==> src/rtl/pll_reset_ctrl_if.sv <==
// ---------------------------------------------------------------------------
// pll_reset_ctrl_if
// Signal bundle between the PLL reset sequencer and its surroundings
// (the PLL itself plus the downstream logic it holds in reset).
//   PLL_LOCK : PLL lock indication, asynchronous to the reference clock
//   RESTART  : one-cycle synchronous request to resequence the PLL
//   PLL_RST  : PLL reset, active high
//   DS_RSTN  : downstream reset, active low
//   READY    : PLL locked and stable
//   FAULT    : all reset attempts used up without a stable lock
//   STATE    : current sequencer state (0..4)
// slave  : the sequencer side
// master : the PLL / system side
// ---------------------------------------------------------------------------
interface pll_reset_ctrl_if;
    logic       PLL_LOCK;
    logic       RESTART;
    logic       PLL_RST;
    logic       DS_RSTN;
    logic       READY;
    logic       FAULT;
    logic [2:0] STATE;

    modport slave (
        input  PLL_LOCK, RESTART,
        output PLL_RST, DS_RSTN, READY, FAULT, STATE
    );

    modport master (
        output PLL_LOCK, RESTART,
        input  PLL_RST, DS_RSTN, READY, FAULT, STATE
    );
endinterface

==> src/rtl/pll_reset_ctrl.sv <==
// ---------------------------------------------------------------------------
// pll_reset_ctrl
// Sequences PLL start-up from the PLL reference clock: pulses PLL_RST, waits
// for lock, requires lock to stay up for LOCK_STABLE cycles, then releases the
// downstream reset. A lock that never arrives within LOCK_TIMEOUT triggers a
// retry; after MAX_RETRY retries the block parks in FAULT with PLL_RST held.
// Ports:
//   CLKI  : PLL reference clock, all logic on its rising edge
//   RSTN  : asynchronous active-low reset (release synchronized externally)
//   pll   : slave side of pll_reset_ctrl_if (PLL_LOCK/RESTART in,
//           PLL_RST/DS_RSTN/READY/FAULT/STATE out)
// ---------------------------------------------------------------------------
module pll_reset_ctrl #(
    parameter int RST_CYCLES   = 16,
    parameter int LOCK_STABLE  = 64,
    parameter int LOCK_TIMEOUT = 4096,
    parameter int MAX_RETRY    = 3
) (
    input  logic             CLKI,
    input  logic             RSTN,
    pll_reset_ctrl_if.slave  pll
);

    localparam int MAX_AB = (RST_CYCLES > LOCK_STABLE) ? RST_CYCLES : LOCK_STABLE;
    localparam int MAX_P  = (MAX_AB > LOCK_TIMEOUT) ? MAX_AB : LOCK_TIMEOUT;
    localparam int CNT_W  = $clog2(MAX_P) + 1;
    localparam int RTY_W  = $clog2(MAX_RETRY + 1) + 1;

    localparam logic [CNT_W-1:0] RST_LAST = CNT_W'(RST_CYCLES - 1);
    localparam logic [CNT_W-1:0] STB_LAST = CNT_W'(LOCK_STABLE - 1);
    localparam logic [CNT_W-1:0] TO_LAST  = CNT_W'(LOCK_TIMEOUT - 1);
    localparam logic [RTY_W-1:0] RTY_MAX  = RTY_W'(MAX_RETRY);

    typedef enum logic [2:0] {
        S_RESET_PLL = 3'd0,
        S_WAIT_LOCK = 3'd1,
        S_STABLE    = 3'd2,
        S_RUN       = 3'd3,
        S_FAULT     = 3'd4
    } state_t;

    state_t           state, next_state;
    logic [CNT_W-1:0] cnt;
    logic [RTY_W-1:0] retry_cnt;
    logic             lock_meta, lock_s;
    logic             cnt_clr, retry_inc, retry_clr;
    logic             pll_rst_q, ds_rstn_q, ready_q, fault_q;

    // Two-flop synchronizer; lock_s is the only view of PLL_LOCK used below.
    always_ff @(posedge CLKI or negedge RSTN) begin
        if (!RSTN) begin
            lock_meta <= 1'b0;
            lock_s    <= 1'b0;
        end else begin
            lock_meta <= pll.PLL_LOCK;
            lock_s    <= lock_meta;
        end
    end

    // Next-state logic. cnt_clr marks every state entry (including a RESTART
    // while already in RESET_PLL) so the shared counter always starts at 0.
    always_comb begin
        next_state = state;
        cnt_clr    = 1'b0;
        retry_inc  = 1'b0;
        retry_clr  = 1'b0;
        if (pll.RESTART) begin
            next_state = S_RESET_PLL;
            cnt_clr    = 1'b1;
            retry_clr  = 1'b1;
        end else begin
            case (state)
                S_RESET_PLL: begin
                    if (cnt == RST_LAST) begin
                        next_state = S_WAIT_LOCK;
                        cnt_clr    = 1'b1;
                    end
                end
                S_WAIT_LOCK: begin
                    if (lock_s) begin
                        next_state = S_STABLE;
                        cnt_clr    = 1'b1;
                    end else if (cnt == TO_LAST) begin
                        cnt_clr = 1'b1;
                        if (retry_cnt == RTY_MAX) begin
                            next_state = S_FAULT;
                        end else begin
                            next_state = S_RESET_PLL;
                            retry_inc  = 1'b1;
                        end
                    end
                end
                S_STABLE: begin
                    if (!lock_s) begin
                        next_state = S_WAIT_LOCK;
                        cnt_clr    = 1'b1;
                    end else if (cnt == STB_LAST) begin
                        next_state = S_RUN;
                        cnt_clr    = 1'b1;
                        retry_clr  = 1'b1;
                    end
                end
                S_RUN: begin
                    if (!lock_s) begin
                        next_state = S_RESET_PLL;
                        cnt_clr    = 1'b1;
                    end
                end
                S_FAULT: begin
                    next_state = S_FAULT;
                end
                default: begin
                    next_state = S_RESET_PLL;
                    cnt_clr    = 1'b1;
                end
            endcase
        end
    end

    // State, counter, retry count and outputs. Outputs are decoded from
    // next_state so they change on the same edge as the state itself.
    always_ff @(posedge CLKI or negedge RSTN) begin
        if (!RSTN) begin
            state     <= S_RESET_PLL;
            cnt       <= '0;
            retry_cnt <= '0;
            pll_rst_q <= 1'b1;
            ds_rstn_q <= 1'b0;
            ready_q   <= 1'b0;
            fault_q   <= 1'b0;
        end else begin
            state <= next_state;

            if (cnt_clr)
                cnt <= '0;
            else if (state == S_RESET_PLL || state == S_WAIT_LOCK || state == S_STABLE)
                cnt <= cnt + 1'b1;

            if (retry_clr)
                retry_cnt <= '0;
            else if (retry_inc && retry_cnt != RTY_MAX)
                retry_cnt <= retry_cnt + 1'b1;

            pll_rst_q <= (next_state == S_RESET_PLL) || (next_state == S_FAULT);
            ds_rstn_q <= (next_state == S_RUN);
            ready_q   <= (next_state == S_RUN);
            fault_q   <= (next_state == S_FAULT);
        end
    end

    assign pll.PLL_RST = pll_rst_q;
    assign pll.DS_RSTN = ds_rstn_q;
    assign pll.READY   = ready_q;
    assign pll.FAULT   = fault_q;
    assign pll.STATE   = state;

endmodule
==> src/flat_wrapper.sv <==
// flat-port wrapper written by rule: the top's interface ports become plain ports
module pll_reset_ctrl_flat 
#(
    parameter int RST_CYCLES   = 16,
    parameter int LOCK_STABLE  = 64,
    parameter int LOCK_TIMEOUT = 4096,
    parameter int MAX_RETRY    = 3
)
  (CLKI, RSTN, pll_PLL_LOCK, pll_RESTART, pll_PLL_RST, pll_DS_RSTN, pll_READY, pll_FAULT, pll_STATE);
  pll_reset_ctrl_if pll_i ();
  input  logic CLKI;
  input  logic RSTN;
  input wire logic [$bits(pll_i.PLL_LOCK)-1:0] pll_PLL_LOCK;
  input wire logic [$bits(pll_i.RESTART)-1:0] pll_RESTART;
  output wire logic [$bits(pll_i.PLL_RST)-1:0] pll_PLL_RST;
  output wire logic [$bits(pll_i.DS_RSTN)-1:0] pll_DS_RSTN;
  output wire logic [$bits(pll_i.READY)-1:0] pll_READY;
  output wire logic [$bits(pll_i.FAULT)-1:0] pll_FAULT;
  output wire logic [$bits(pll_i.STATE)-1:0] pll_STATE;
  assign pll_i.PLL_LOCK = pll_PLL_LOCK;
  assign pll_i.RESTART = pll_RESTART;
  assign pll_PLL_RST = pll_i.PLL_RST;
  assign pll_DS_RSTN = pll_i.DS_RSTN;
  assign pll_READY = pll_i.READY;
  assign pll_FAULT = pll_i.FAULT;
  assign pll_STATE = pll_i.STATE;
  pll_reset_ctrl #(.RST_CYCLES(RST_CYCLES), .LOCK_STABLE(LOCK_STABLE), .LOCK_TIMEOUT(LOCK_TIMEOUT), .MAX_RETRY(MAX_RETRY)) u_core (.CLKI(CLKI), .RSTN(RSTN), .pll(pll_i));
endmodule
==> config.mk <==
export PLATFORM = sky130hd
export DESIGN_NAME = pll_reset_ctrl_flat
export DESIGN_NICKNAME = d
export VERILOG_FILES = /design/src/rtl/pll_reset_ctrl_if.sv /design/src/rtl/pll_reset_ctrl.sv /design/src/flat_wrapper.sv
export SDC_FILE = /design/constraint.sdc
export NUM_CORES = 1
export LEC_CHECK = 0
export CAP_MARGIN = 20
export CORE_ASPECT_RATIO = 0.75
export CORE_MARGIN = 1
export CORE_UTILIZATION = 40
export CTS_CLUSTER_DIAMETER = 40
export DETAILED_ROUTE_END_ITERATION = 12
export SLEW_MARGIN = 40
export SYNTH_ARGS = -nofsm -noshare
export SYNTH_HDL_FRONTEND = slang
export SYNTH_SLANG_ARGS = --single-unit
==> constraint.sdc <==
create_clock -name CLKI -period 1.7 [get_ports CLKI]
set_clock_uncertainty 0.15 [all_clocks]
set_input_delay 0.425 -clock CLKI [delete_from_list [all_inputs] [get_ports CLKI]]
set_output_delay 0.425 -clock CLKI [all_outputs]
set_load 0.02 [all_outputs]
### Yosys cells after proc, flatten, opt, wreduce, memory -nomap -nowiden

Index checks and enable logic that the tools add are counted.

| storage, ports and cells | value |
|---|---|
| register bits after elaboration | 24 |
| input bits | 4 |
| output and inout port bits | 7 |
| word-level logic and storage cells | 58 |

| operators by class | value |
|---|---|
| add/subtract/negate cells | 2 |
| eq/ne operators | 11 |
| muxes and demuxes | 29 |
| reductions and logical operators | 8 |

Operators with widths:

| operator | count |
|---|---|
| two-way mux 3 bit | 10 |
| two-way mux 13 bit | 2 |
| two-way mux 1 bit | 15 |
| one-hot mux 3 bit (5 select lines) | 1 |
| adder 13 x 1 -> 13 bit, second input constant | 1 |
| equality test 13 x 12 -> 1 bit, second input constant | 1 |
| equality test 13 x 4 -> 1 bit, second input constant | 1 |
| equality test 13 x 6 -> 1 bit, second input constant | 1 |
| equality test 3 x 2 -> 1 bit, second input constant | 4 |
| equality test 3 bit, second input constant | 2 |
| logical NOT 3 bit | 2 |
| one-hot mux 1 bit (5 select lines) | 1 |
| nonzero test 2 bit | 2 |
| adder 3 x 1 -> 3 bit, second input constant | 1 |
| equality test 3 x 1 -> 1 bit, second input constant | 1 |
| logical OR 1 bit | 3 |
| != test 3 x 2 -> 1 bit, second input constant | 1 |
| logical AND 1 bit | 1 |

### Logic depth before layout (Yosys ltp)

| logic depth | value |
|---|---|
| depth after elaboration | 9 |
| mapped depth | 7 |

### Worst setup path before layout

No wires, ideal clock.

| path | value |
|---|---|
| path type | register to register |
| from | register u_core.state[0], in the netlist u_core.pll.STATE[0] |
| to | register u_core.retry_cnt[0] |
| library setup time | 0.078 ns |
| data arrival time | 1.749 ns |
| required time | 1.472 ns |
| path slack | -0.277 ns |
| cell stages (with the launch flop) | 6 |
| buffers on the path | 1 |
| cells stage by stage | dfrtp_1 buf_4 or3b_1 or3_4 or3_1 a21oi_1 |

| on the way | value |
|---|---|
| word-level cells in the longest chain between the ends | 5 |
| elaborated cells on any way between the ends | 9 |

RTL lines:

| item | RTL line | text |
|---|---|---|
| start, declared | pll_reset_ctrl.sv:42 | `state_t state, next_state;` |
| start signal, assigned | pll_reset_ctrl.sv:132 | `state <= next_state;` |
| equality test 3 x 1 -> 1 bit | pll_reset_ctrl.sv:72 | `case (state)` |
| two-way mux 1 bit | pll_reset_ctrl.sv:72 |  |
| two-way mux 1 bit | pll_reset_ctrl.sv:67 | `if (pll.RESTART) begin` |
| logical AND 1 bit | pll_reset_ctrl.sv:141 | `else if (retry_inc && retry_cnt != RTY_MAX)` |
| nonzero test 2 bit (no line) | -- |  |
| end signal, assigned | pll_reset_ctrl.sv:142 | `retry_cnt <= retry_cnt + 1'b1;` |
| end, declared | pll_reset_ctrl.sv:44 | `logic [RTY_W-1:0] retry_cnt;` |

Parallel ways exist; a longest one is shown, timed or not.
A chain may end at the register's enable or synchronous reset.

### Worst setup path after layout

| path | value |
|---|---|
| from | register u_core.lock_s |
| to | register u_core.retry_cnt[0] |

| on the way | value |
|---|---|
| word-level cells in the longest chain between the ends | 5 |
| elaborated cells on any way between the ends | 9 |

RTL lines:

| item | RTL line | text |
|---|---|---|
| start, declared | pll_reset_ctrl.sv:45 | `logic lock_meta, lock_s;` |
| start signal, assigned | pll_reset_ctrl.sv:56 | `lock_s <= lock_meta;` |
| two-way mux 1 bit | pll_reset_ctrl.sv:80 | `if (lock_s) begin` |
| two-way mux 1 bit | pll_reset_ctrl.sv:72 |  |
| two-way mux 1 bit | pll_reset_ctrl.sv:67 |  |
| logical AND 1 bit | pll_reset_ctrl.sv:141 |  |
| nonzero test 2 bit (no line) | -- |  |

Parallel ways exist; a longest one is shown, timed or not.

==> flow_metrics.tcl <==
set metrics [dict create \
    ys.flop_type "dfrtp_1" \
    syn_inst 132 \
    dieArea_um2 3420 \
    tightest_slew_ns 0.285 \
    max-cap-violations 0 \
    wl_per_cell_um 16.6 \
    clkTransAtPathRegs_ns 0.08 \
    start_util 0.428 \
    seq_area_frac_synth 0.472 \
    synth_area_per_cell_um2 9.65 \
    arrival_ns 1.90 \
    antenna_cells 0 \
    crit_type "flop to flop" \
    finalSetupViolations 18 \
    crit_slowest_cell "or3b_4" \
    violations "setup timing" \
    yosysTopAreaCell "dfrtp_1" \
    hold_path.class "flop to flop" \
    ir_worst_vdd_mv 0.465 \
    final_layout_size_suffix_gt1_frac 0.469 \
    fp-row-count 17 \
    synth_cell_type_count 38 \
    yosys_register_bits 24 \
    die_h_um 50.9 \
    cts_sinks 24 \
    p_leak_nw 0.833 \
    cts_tree "yes" \
    htreeDepth 1 \
    slew-limit-headroom 0.810 \
    clock_latency_ns 0.26 \
    hpwlAfterDp_um 2240 \
    max-clock-path-buffers 2 \
    grt_overflow_total 0 \
    via_count 1228 \
    synth_nets 139 \
    multiInputGateArea_um2 812 \
    slew_violations 0 \
    place.gp.congestion 0.855 \
    yosysWarnings 0 \
    layout_commonest_cell "buf_4" \
    port_buffers 10 \
    timing.final.crit_share 1.09 \
    drtAntennaViolNets 0 \
    crit_top_cell "or3_4" \
    fin_nets 185 \
    via_per_inst 5.71 \
    crit_fanout 3 \
    pin_count 11 \
    fillCellCount 231 \
    synthToLayoutAreaGrowth_pct 53.6 \
    synthTopCellsByArea "dfrtp_1 (45%), xor2_1 (4.8%), nor2_1 (4.4%), nand4_1 (3.9%), o21ai_0 (3.9%)" \
    dr.pass1.iters 4 \
    gr-usage-all-layers 0.227 \
    clock.fmax_ghz 0.540 \
    antenna_found_initial 0 \
    synth_top_area_frac 0.452 \
    grt_pass1_wl_um 5660 \
    drt_iter0_drc 90 \
    grt_pass1_vias 1203 \
    setup_ws_ns -0.151 \
    powerDensity_nw_per_um2 547 \
    grt_max_degree 25 \
    status "complete, but fails checks" \
    synth_edf_count 0 \
    place_inst 203 \
    fin_crit_ns 1.85 \
    rsz0062_at_grt "true" \
    die_w_um 67.2 \
    final_area_um2 1960 \
    utilization 0.657 \
    holdWs_ns 0.214 \
    core_area_um2 2980 \
    crit_required_ns 1.75 \
    cpPeakStageDelay_ns 0.42 \
    worst_setup_path_end_kind "flop" \
    routed_wl_um 3570 \
    final_hold_viol_count 0 \
    most-common-layout-cells "buf_4 (33), dfrtp_1 (19), nand4_1 (8), xor2_1 (7), nor2_4 (7)" \
    async_flop_share 1.00 \
    ctsRootBufferMaster "clkbuf_8" \
    place_area_um2 1670 \
    power_w 0.00107 \
    route.detailed.drc 0 \
    numCtsBuffers 3 \
    path_cells "or3b_4 -> or3_4 -> or3_4 -> a21oi_2" \
    stdcell_count 215 \
    seq_area_um2 607 \
    start_kind "flop" \
    netlist_area_um2 1270 \
]
==> power by group <==
group	total, W	switching [W]	internal, W
Sequential	0.000584	0.00000526	0.000579
Clock	0.000380	0.000173	0.000207
Combinational	0.000107	0.0000527	0.0000539
==> repair_timing <==
action / CTS / global route
setup buffers: 4 / 4
pin swaps: 15 / 6
hold buffers: 0 / 0
setup endpoints to repair: 25 / 24
cloned: 1 / 0
gates resized for setup: 38 / 24
==> layout make-up <==
class / instances / share of cell area
multi-input cells: 98 / 0.415
flip-flops and latches: 24 / 0.310
inverters: 3 / 0.00575
well taps: 38 / 0.0243
repair buffers: 48 / 0.217
clock buffers: 4 / 0.0281
==> per-layer routing <==
metal | track usage | routed length (um) | up-vias
li1 | - | - | 574
met5 | 0 | 0 | -
met3 | 0.0647 | 212 | 8
met1 | 0.301 | 1590 | 604
met2 | 0.357 | 1690 | 42
met4 | 0.0709 | 71 | 0
==> flip-flops by register name, summed over array words and instances, names as in the netlist <==
| name | cells |
|---|---|
| u_core.cnt | 13 |
| u_core.lock_s | 1 |
| u_core.pll.STATE | 3 |
| u_core.pll.PLL_RST | 1 |
| u_core.retry_cnt | 3 |
| u_core.pll.DS_RSTN | 1 |
| u_core.pll.FAULT | 1 |
| u_core.lock_meta | 1 |
==> cells by family after synthesis <==
logic type | after synthesis | synth area share
buffers and inverters | 10 | 0.0432
flip-flops | 24 | 0.472
XOR/XNOR | 9 | 0.0619
adder cells (fa/ha/maj) | 3 | 0.0295
multiplexers | 1 | 0.00786
AND/OR/NAND/NOR | 58 | 0.257
AO/OA/AOI/OAI | 27 | 0.128
==> synthesized netlist by cell type, types with 2 or more instances <==
| cell type | count |
|---|---|
| buf_4 | 2 |
| nor4_1 | 2 |
| nand3_1 | 5 |
| and3_1 | 4 |
| and2_1 | 2 |
| and4_1 | 3 |
| o21ai_0 | 10 |
| or3_1 | 6 |
| nand4_1 | 8 |
| xnor2_1 | 2 |
| buf_2 | 2 |
| clkbuf_1 | 2 |
| ha_1 | 3 |
| a21oi_1 | 8 |
| dfrtp_1 | 23 |
| nor2_1 | 15 |
| o2111ai_1 | 2 |
| xor2_1 | 7 |
| nand2_1 | 5 |
| inv_1 | 3 |
==> critical path, delay by kind of cell, from the launching register on <==
kind / cells / cell delay [ns]
and+or+nand+nor: 3 / 1.11
AOI/OAI and AO/OA: 1 / 0.14
DFF: 1 / 0.38
==> final timing paths <==
path                                        from                  end  slack (ns)  depth (start not counted)
worst max-delay path               u_core.lock_s  u_core.retry_cnt[0]       -0.15                          4
max in group asynchronous                   RSTN   u_core.pll.PLL_RST        0.83                          2
worst min-delay path            u_core.lock_meta        u_core.lock_s        0.21                          0
worst max register to register     u_core.lock_s  u_core.retry_cnt[0]       -0.15                          4
worst min register to register  u_core.lock_meta        u_core.lock_s        0.21                          0
min in group asynchronous                   RSTN  u_core.retry_cnt[1]        0.35                          2
==> through the flow <==
| step | worst slack (ns) | setup TNS [ns] |
|---|---|---|
| finish | -0.151 | -1.64 |
| global route | -0.194 | -2.78 |
| CTS | -0.148 | -1.13 |
| detailed placement | -0.166 | -1.16 |
| global placement | -0.0948 | -0.727 |
| floorplan | -0.197 | -1.56 |
No activity file was read; power rests on OpenSTA's default activity.
==> variant 1: new RTL, same settings <==
`LOCK_TIMEOUT` is set to 4096 in 2 places; all go to 1024.
--- a/src/rtl/pll_reset_ctrl.sv
+++ b/src/rtl/pll_reset_ctrl.sv
@@ -14,5 +14,5 @@
     parameter int RST_CYCLES   = 16,
     parameter int LOCK_STABLE  = 64,
-    parameter int LOCK_TIMEOUT = 4096,
+    parameter int LOCK_TIMEOUT = 1024,
     parameter int MAX_RETRY    = 3
 ) (
--- a/src/flat_wrapper.sv
+++ b/src/flat_wrapper.sv
@@ -4,5 +4,5 @@
     parameter int RST_CYCLES   = 16,
     parameter int LOCK_STABLE  = 64,
-    parameter int LOCK_TIMEOUT = 4096,
+    parameter int LOCK_TIMEOUT = 1024,
     parameter int MAX_RETRY    = 3
 )
Behaviour: same outputs for any inputs over 10 cycles, from zero or initial values and one cycle with RSTN low; that may be too few to reach the edited logic, so the function may still have changed.
==> variant 1 against the unedited design <==
The run still ends with setup timing left; setup slack improved by 0.052 ns; global-route usage decreased by 2.5 points; sequential cell count shrank 2; fmax is 2.9% higher; clock power is 1% lower; cell count down 11%; sequential power decreased by 8.2%; combinational power fell by 21%; critical endpoint is now u_core.cnt[7]$_DFFE_PN0P_; largest cell class unchanged; routed wire length decreased by 22%; cell area is 14% lower; critical path type unchanged; area after synthesis is 8.6% lower; total power down 7.0%; largest power group unchanged; utilization shrank 3.3 points.
==> variant 1: results (changes against the unedited design) <==
** Logic synthesis
- Xor-xnor portion of the synthesized cell area :: 7.527% (was 6.189%)
- The compound-cell area share of the yosys netlist is 13.01% (was 12.77%).
- Sequential element share of the synthesized area :: 47.42% (was 47.25%)
- Top post-synthesis cells by count :: sky130_fd_sc_hd__dfrtp_1, sky130_fd_sc_hd__nor2_1, sky130_fd_sc_hd__nand2_1 (was sky130_fd_sc_hd__dfrtp_1, sky130_fd_sc_hd__nor2_1, sky130_fd_sc_hd__o21ai_0)
- Mux contribution to synthesized area :: 0% (was 0.7859%)
- The fraction of synthesis flops using an asynchronous set or reset pin is 100.0% (unchanged).
- The total nets after synthesis came to 124 (was 139).
- Average cell area after synthesis :: 9.945 um2 (was 9.649 um2)
- Ranking of synthesized cells by area: sky130_fd_sc_hd__dfrtp_1, sky130_fd_sc_hd__nor2_1, sky130_fd_sc_hd__xnor2_1 (was sky130_fd_sc_hd__dfrtp_1, sky130_fd_sc_hd__xor2_1, sky130_fd_sc_hd__nor2_1).
- Area share of fa/ha/maj cells after synthesis :: 3.226% (was 2.947%)

** STA
- Setup violation total in the final timing report :: 18 (unchanged)
- Max-slew headroom :: 75.83% (was 81.02%)
- The minimum setup slack in the final design is -0.09936 ns (was -0.1509 ns).
- The final sum of negative setup slack came to -1.317 ns (was -1.639 ns).

** Final layout
- Number of flip-flops under the largest register name :: 11 (was 13)
- The total number of nets in the final design was 164 (was 185).
- The filler cell count in the final layout is 226 (was 231).
- Share of final-layout standard cells stronger than drive strength 1 :: 39.74% (was 46.89%)

** Placement
- The cell total after placement is 185 (was 203).
- Placed wire-length estimate :: 1965 um (was 2242 um)
- The global placement routability congestion came to 0.8074 (was 0.8549).

** Global route
- The met2 track demand over resource was 34.39% (was 35.67%).
- Routing usage on met3 :: 5.189% (was 6.473%)
- The met1 usage was 25.37% (was 30.07%).
- Vias in the first global route :: 1058 (was 1203)
- The maximum number of pins on one net before global-route repair was 13 (was 25).
- First-pass GRT wire length :: 4795 um (was 5658 um)
- The aggregate global-route resource usage is 20.20% (was 22.68%).

** Min path
- The type of the tightest min-delay check is primary input to async pin (was flip-flop to flip-flop).

** Worst setup path
- Type of element capturing the critical path :: flip-flop (unchanged)
- The launch point of the critical path was u_core.cnt[1]$_DFFE_PN0P_ (was u_core.lock_s$_DFF_PN0_).
- RR Endpoint :: u_core.cnt[7]$_DFFE_PN0P_ (was u_core.retry_cnt[0]$_DFFE_PN0P_)
- The worst-case reg-to-reg path depth was 6 (was 4).
- The arrival time of the worst setup path is 1.80 ns (was 1.90 ns).
- Worst-path maximum fanout :: 8 (was 3)

** Routing
- DR vias :: 1035 (was 1228)
- The average vias per placed instance was 5.391 (was 5.712).
- The final routed wire length divided by cell count was 14.52 um (was 16.59 um).
- The violation count after the first detailed-routing iteration was 54 (was 90).

** Power
- The reported leakage power is 0.7634 nW (was 0.8329 nW).
- Worst ir drop on vdd :: 399.5 uV (was 465.2 uV)

** Clocking
- Clock buffer depth :: 2 (unchanged)

** Run status
- Status :: complete, but fails checks (unchanged)
- Violations in the final reports: setup timing (unchanged).
variant 1: layout make-up:
cell class                 count  share of cell area, %
multi-input combinational     86                  40.93
clock buffer                   4                  3.286
sequential                    22                  33.01
timing repair buffer          41                  19.42
inverter                       3                 0.6721
tap                           36                  2.689
variant 1: per-stage QoR:
stage	instance area, um2	worst slack, ns	hold WS (ns)	utilization, %
floorplan	1167	-0.08606	-0.02059	-
global placement	1483	-0.1383	0.1855	55.27
detailed placement	1483	-0.1553	0.1873	55.27
CTS	1612	-0.08792	0.2056	60.07
global route	1675	-0.1797	0.2196	62.45
finish	1675	-0.09936	0.2066	62.45
variant 1: logic make-up after synthesis:
family | count (synthesis)
AOI/OAI and AO/OA | 21
xor gates and xnor gates | 10
adders and majority gates | 3
buffers and inverters | 9
DFF | 22
and+or+nand+nor | 52
variant 1: critical path, stage by stage (launching register included):
cell	delay, ns
sky130_fd_sc_hd__dfrtp_1	0.36
sky130_fd_sc_hd__ha_2	0.18
sky130_fd_sc_hd__and4b_2	0.28
sky130_fd_sc_hd__nand4b_4	0.15
sky130_fd_sc_hd__o211ai_1	0.29
sky130_fd_sc_hd__buf_4	0.21
sky130_fd_sc_hd__nor2_1	0.06
variant 1: power breakdown:
group	switching (W)	internal, W	total [W]
clock	0.000168	0.000207	0.000375
combinational	0.0000431	0.0000415	0.0000846
sequential	0.00000486	0.000531	0.000536
variant 1: per-layer routing:
layer  vias up  wire length, um
met3         2              103
li1        499                -
met5         -                0
met2        24             1345
met4         0               10
met1       510             1328
variant 1: timing repair:
action                                  4_1_cts  5_1_grt
setup buffers                                 0        2
pin swaps                                     6        8
resized for setup                            24       11
gates cloned                                  1        0
endpoints found under the setup margin       26       20
==> variant 2: new RTL, same settings <==
Made on the original files. Reset style: synchronous (`RSTN`), changed in 2 clocked blocks. Comments in the files are not updated.
--- a/src/rtl/pll_reset_ctrl.sv
+++ b/src/rtl/pll_reset_ctrl.sv
@@ -48,5 +48,5 @@
 
     // Two-flop synchronizer; lock_s is the only view of PLL_LOCK used below.
-    always_ff @(posedge CLKI or negedge RSTN) begin
+    always_ff @(posedge CLKI) begin
         if (!RSTN) begin
             lock_meta <= 1'b0;
@@ -120,5 +120,5 @@
     // State, counter, retry count and outputs. Outputs are decoded from
     // next_state so they change on the same edge as the state itself.
-    always_ff @(posedge CLKI or negedge RSTN) begin
+    always_ff @(posedge CLKI) begin
         if (!RSTN) begin
             state     <= S_RESET_PLL;
Behaviour: same outputs for any inputs over 10 cycles, from zero or initial values and one cycle with RSTN low; that may be too few to reach the edited logic, so the function may still have changed.
==> variant 2 against the unedited design <==
The flow still finishes with violations (setup timing); combinational power is 43% lower; count of clock-buffer cells in the layout unchanged; sequential cell count unchanged; total power down 8.4%; setup slack got worse by 0.12 ns; routed wire length down 12%; cell area decreased by 13%; area after synthesis shrank 7.6%; hold slack improved by 0.082 ns; critical path type unchanged; largest cell class unchanged; highest routed layer unchanged.
==> variant 2: results (changes against the unedited design) <==
** Global route
- The maximum number of pins on one net before global-route repair was 14 (was 25).
- Met2 routing resource usage after global routing :: 32.28% (was 35.67%)
- The aggregate global-route resource usage came to 21.23% (was 22.68%).

** Final layout
- The number of standard cells in the final layout excluding fillers was 211 (was 215).
- Nets :: 183 (was 185)
- The filler cell count in the final layout is 235 (was 231).

** Clocking
- The number of instances resized during post-cts repair was 14 (was 38).

** Logic synthesis
- Ranking of synthesized cells by area :: sky130_fd_sc_hd__dfxtp_1, sky130_fd_sc_hd__xor2_1, sky130_fd_sc_hd__nor3_1 (was sky130_fd_sc_hd__dfrtp_1, sky130_fd_sc_hd__xor2_1, sky130_fd_sc_hd__nor2_1)
- Sequential element share of the synthesized area :: 40.81% (was 47.25%)
- The total nets after synthesis came to 136 (was 139).

** Power
- Worst ir drop on vdd :: 514.4 uV (was 465.2 uV)
- Part of the power in registers :: 57.9% (was 54.6%)
- The overall power consumption came to 0.0009803 W (was 0.001071 W).
- The reported leakage power was 0.6926 nW (was 0.8329 nW).

** Worst setup path
- The cell with the largest stage delay on the worst path was sky130_fd_sc_hd__or4b_4 (was sky130_fd_sc_hd__or3b_4).
- The capturing instance or port of the critical path was u_core.retry_cnt[0]$_SDFFE_PP0P_ (was u_core.retry_cnt[0]$_DFFE_PN0P_).

** STA
- The setup-violating endpoint count in the final report came to 21 (was 18).
- Worst hold slack :: 0.2964 ns (was 0.2144 ns)
- The minimum setup slack in the final design is -0.2754 ns (was -0.1509 ns).
- Final sum of negative setup slack :: -4.229 ns (was -1.639 ns)
- Transition time at the pin with the least slew margin :: 0.5305 ns (was 0.2846 ns)

** Routing
- The via total after detailed routing is 1136 (was 1228).
- The detailed-route wire length on metal 1 came to 1522 um (was 1593 um).
- The total wirelength of the detailed-routed design is 3124 um (was 3567 um).
- The met3 routed wirelength is 169 um (was 212 um).
- Met2 routed wirelength :: 1415 um (was 1690 um)

** Min path
- Startpoint of the tightest hold check path :: u_core.lock_meta$_SDFF_PN0_ (was u_core.lock_meta$_DFF_PN0_)

** Run status
- Violations in the final reports: setup timing (unchanged).
- Status :: complete, but fails checks (unchanged)

** Placement
- Post-place setup slack :: -0.2651 ns (was -0.1663 ns)
- Placed wire-length estimate :: 2170 um (was 2242 um)
- Gpl congestion :: 0.8430 (was 0.8549)
## variant 2: changes by cell type after synthesis, moves of 3 or more
cell | unedited run | this run
sky130_fd_sc_hd__dfxtp_1 | 0 | 24
sky130_fd_sc_hd__dfrtp_1 | 23 | 0
sky130_fd_sc_hd__nor2_1 | 15 | 3
sky130_fd_sc_hd__nor3_1 | 1 | 12
sky130_fd_sc_hd__a21oi_1 | 8 | 4
sky130_fd_sc_hd__and2_1 | 2 | 6
sky130_fd_sc_hd__a211oi_1 | 1 | 4
## variant 2: cells by family after synthesis
| kind of cell | Yosys count | share of synthesized area, % |
|---|---|---|
| flip-flops | 24 | 40.81 |
| XOR/XNOR | 9 | 6.695 |
| buffers and inverters | 7 | 3.188 |
| AND/OR/NAND/NOR | 61 | 31.88 |
| adder cells (fa/ha/maj) | 3 | 3.188 |
| multiplexers | 1 | 0.8502 |
| AO/OA/AOI/OAI | 24 | 13.39 |
## variant 2: cell type report
class / instances / area share, %
Sequential cell: 24 / 28.72
Inverter: 1 / 0.2209
Tap cell: 36 / 2.651
Clock buffer: 4 / 2.651
Timing Repair Buffer: 48 / 23.42
Multi-Input combinational cell: 98 / 42.34
## variant 2: worst min-delay path by stage
stage / end / depth (start not counted)
final: u_core.lock_s$_SDFF_PN0_ / 1
after global routing: u_core.lock_s$_SDFF_PN0_ / 1
after CTS: u_core.lock_s$_SDFF_PN0_ / 1
after detailed placement: u_core.lock_s$_SDFF_PN0_ / 1
after global placement: u_core.lock_s$_SDFF_PN0_ / 1
after floorplan: u_core.lock_s$_SDFF_PN0_ / 1
## variant 2: critical path: cells and delay by family (launching register included)
| family | cells | cell delay, ns |
|---|---|---|
| AND/OR/NAND/NOR | 3 | 1.32 |
| flip-flops | 1 | 0.32 |
| AO/OA/AOI/OAI | 1 | 0.11 |
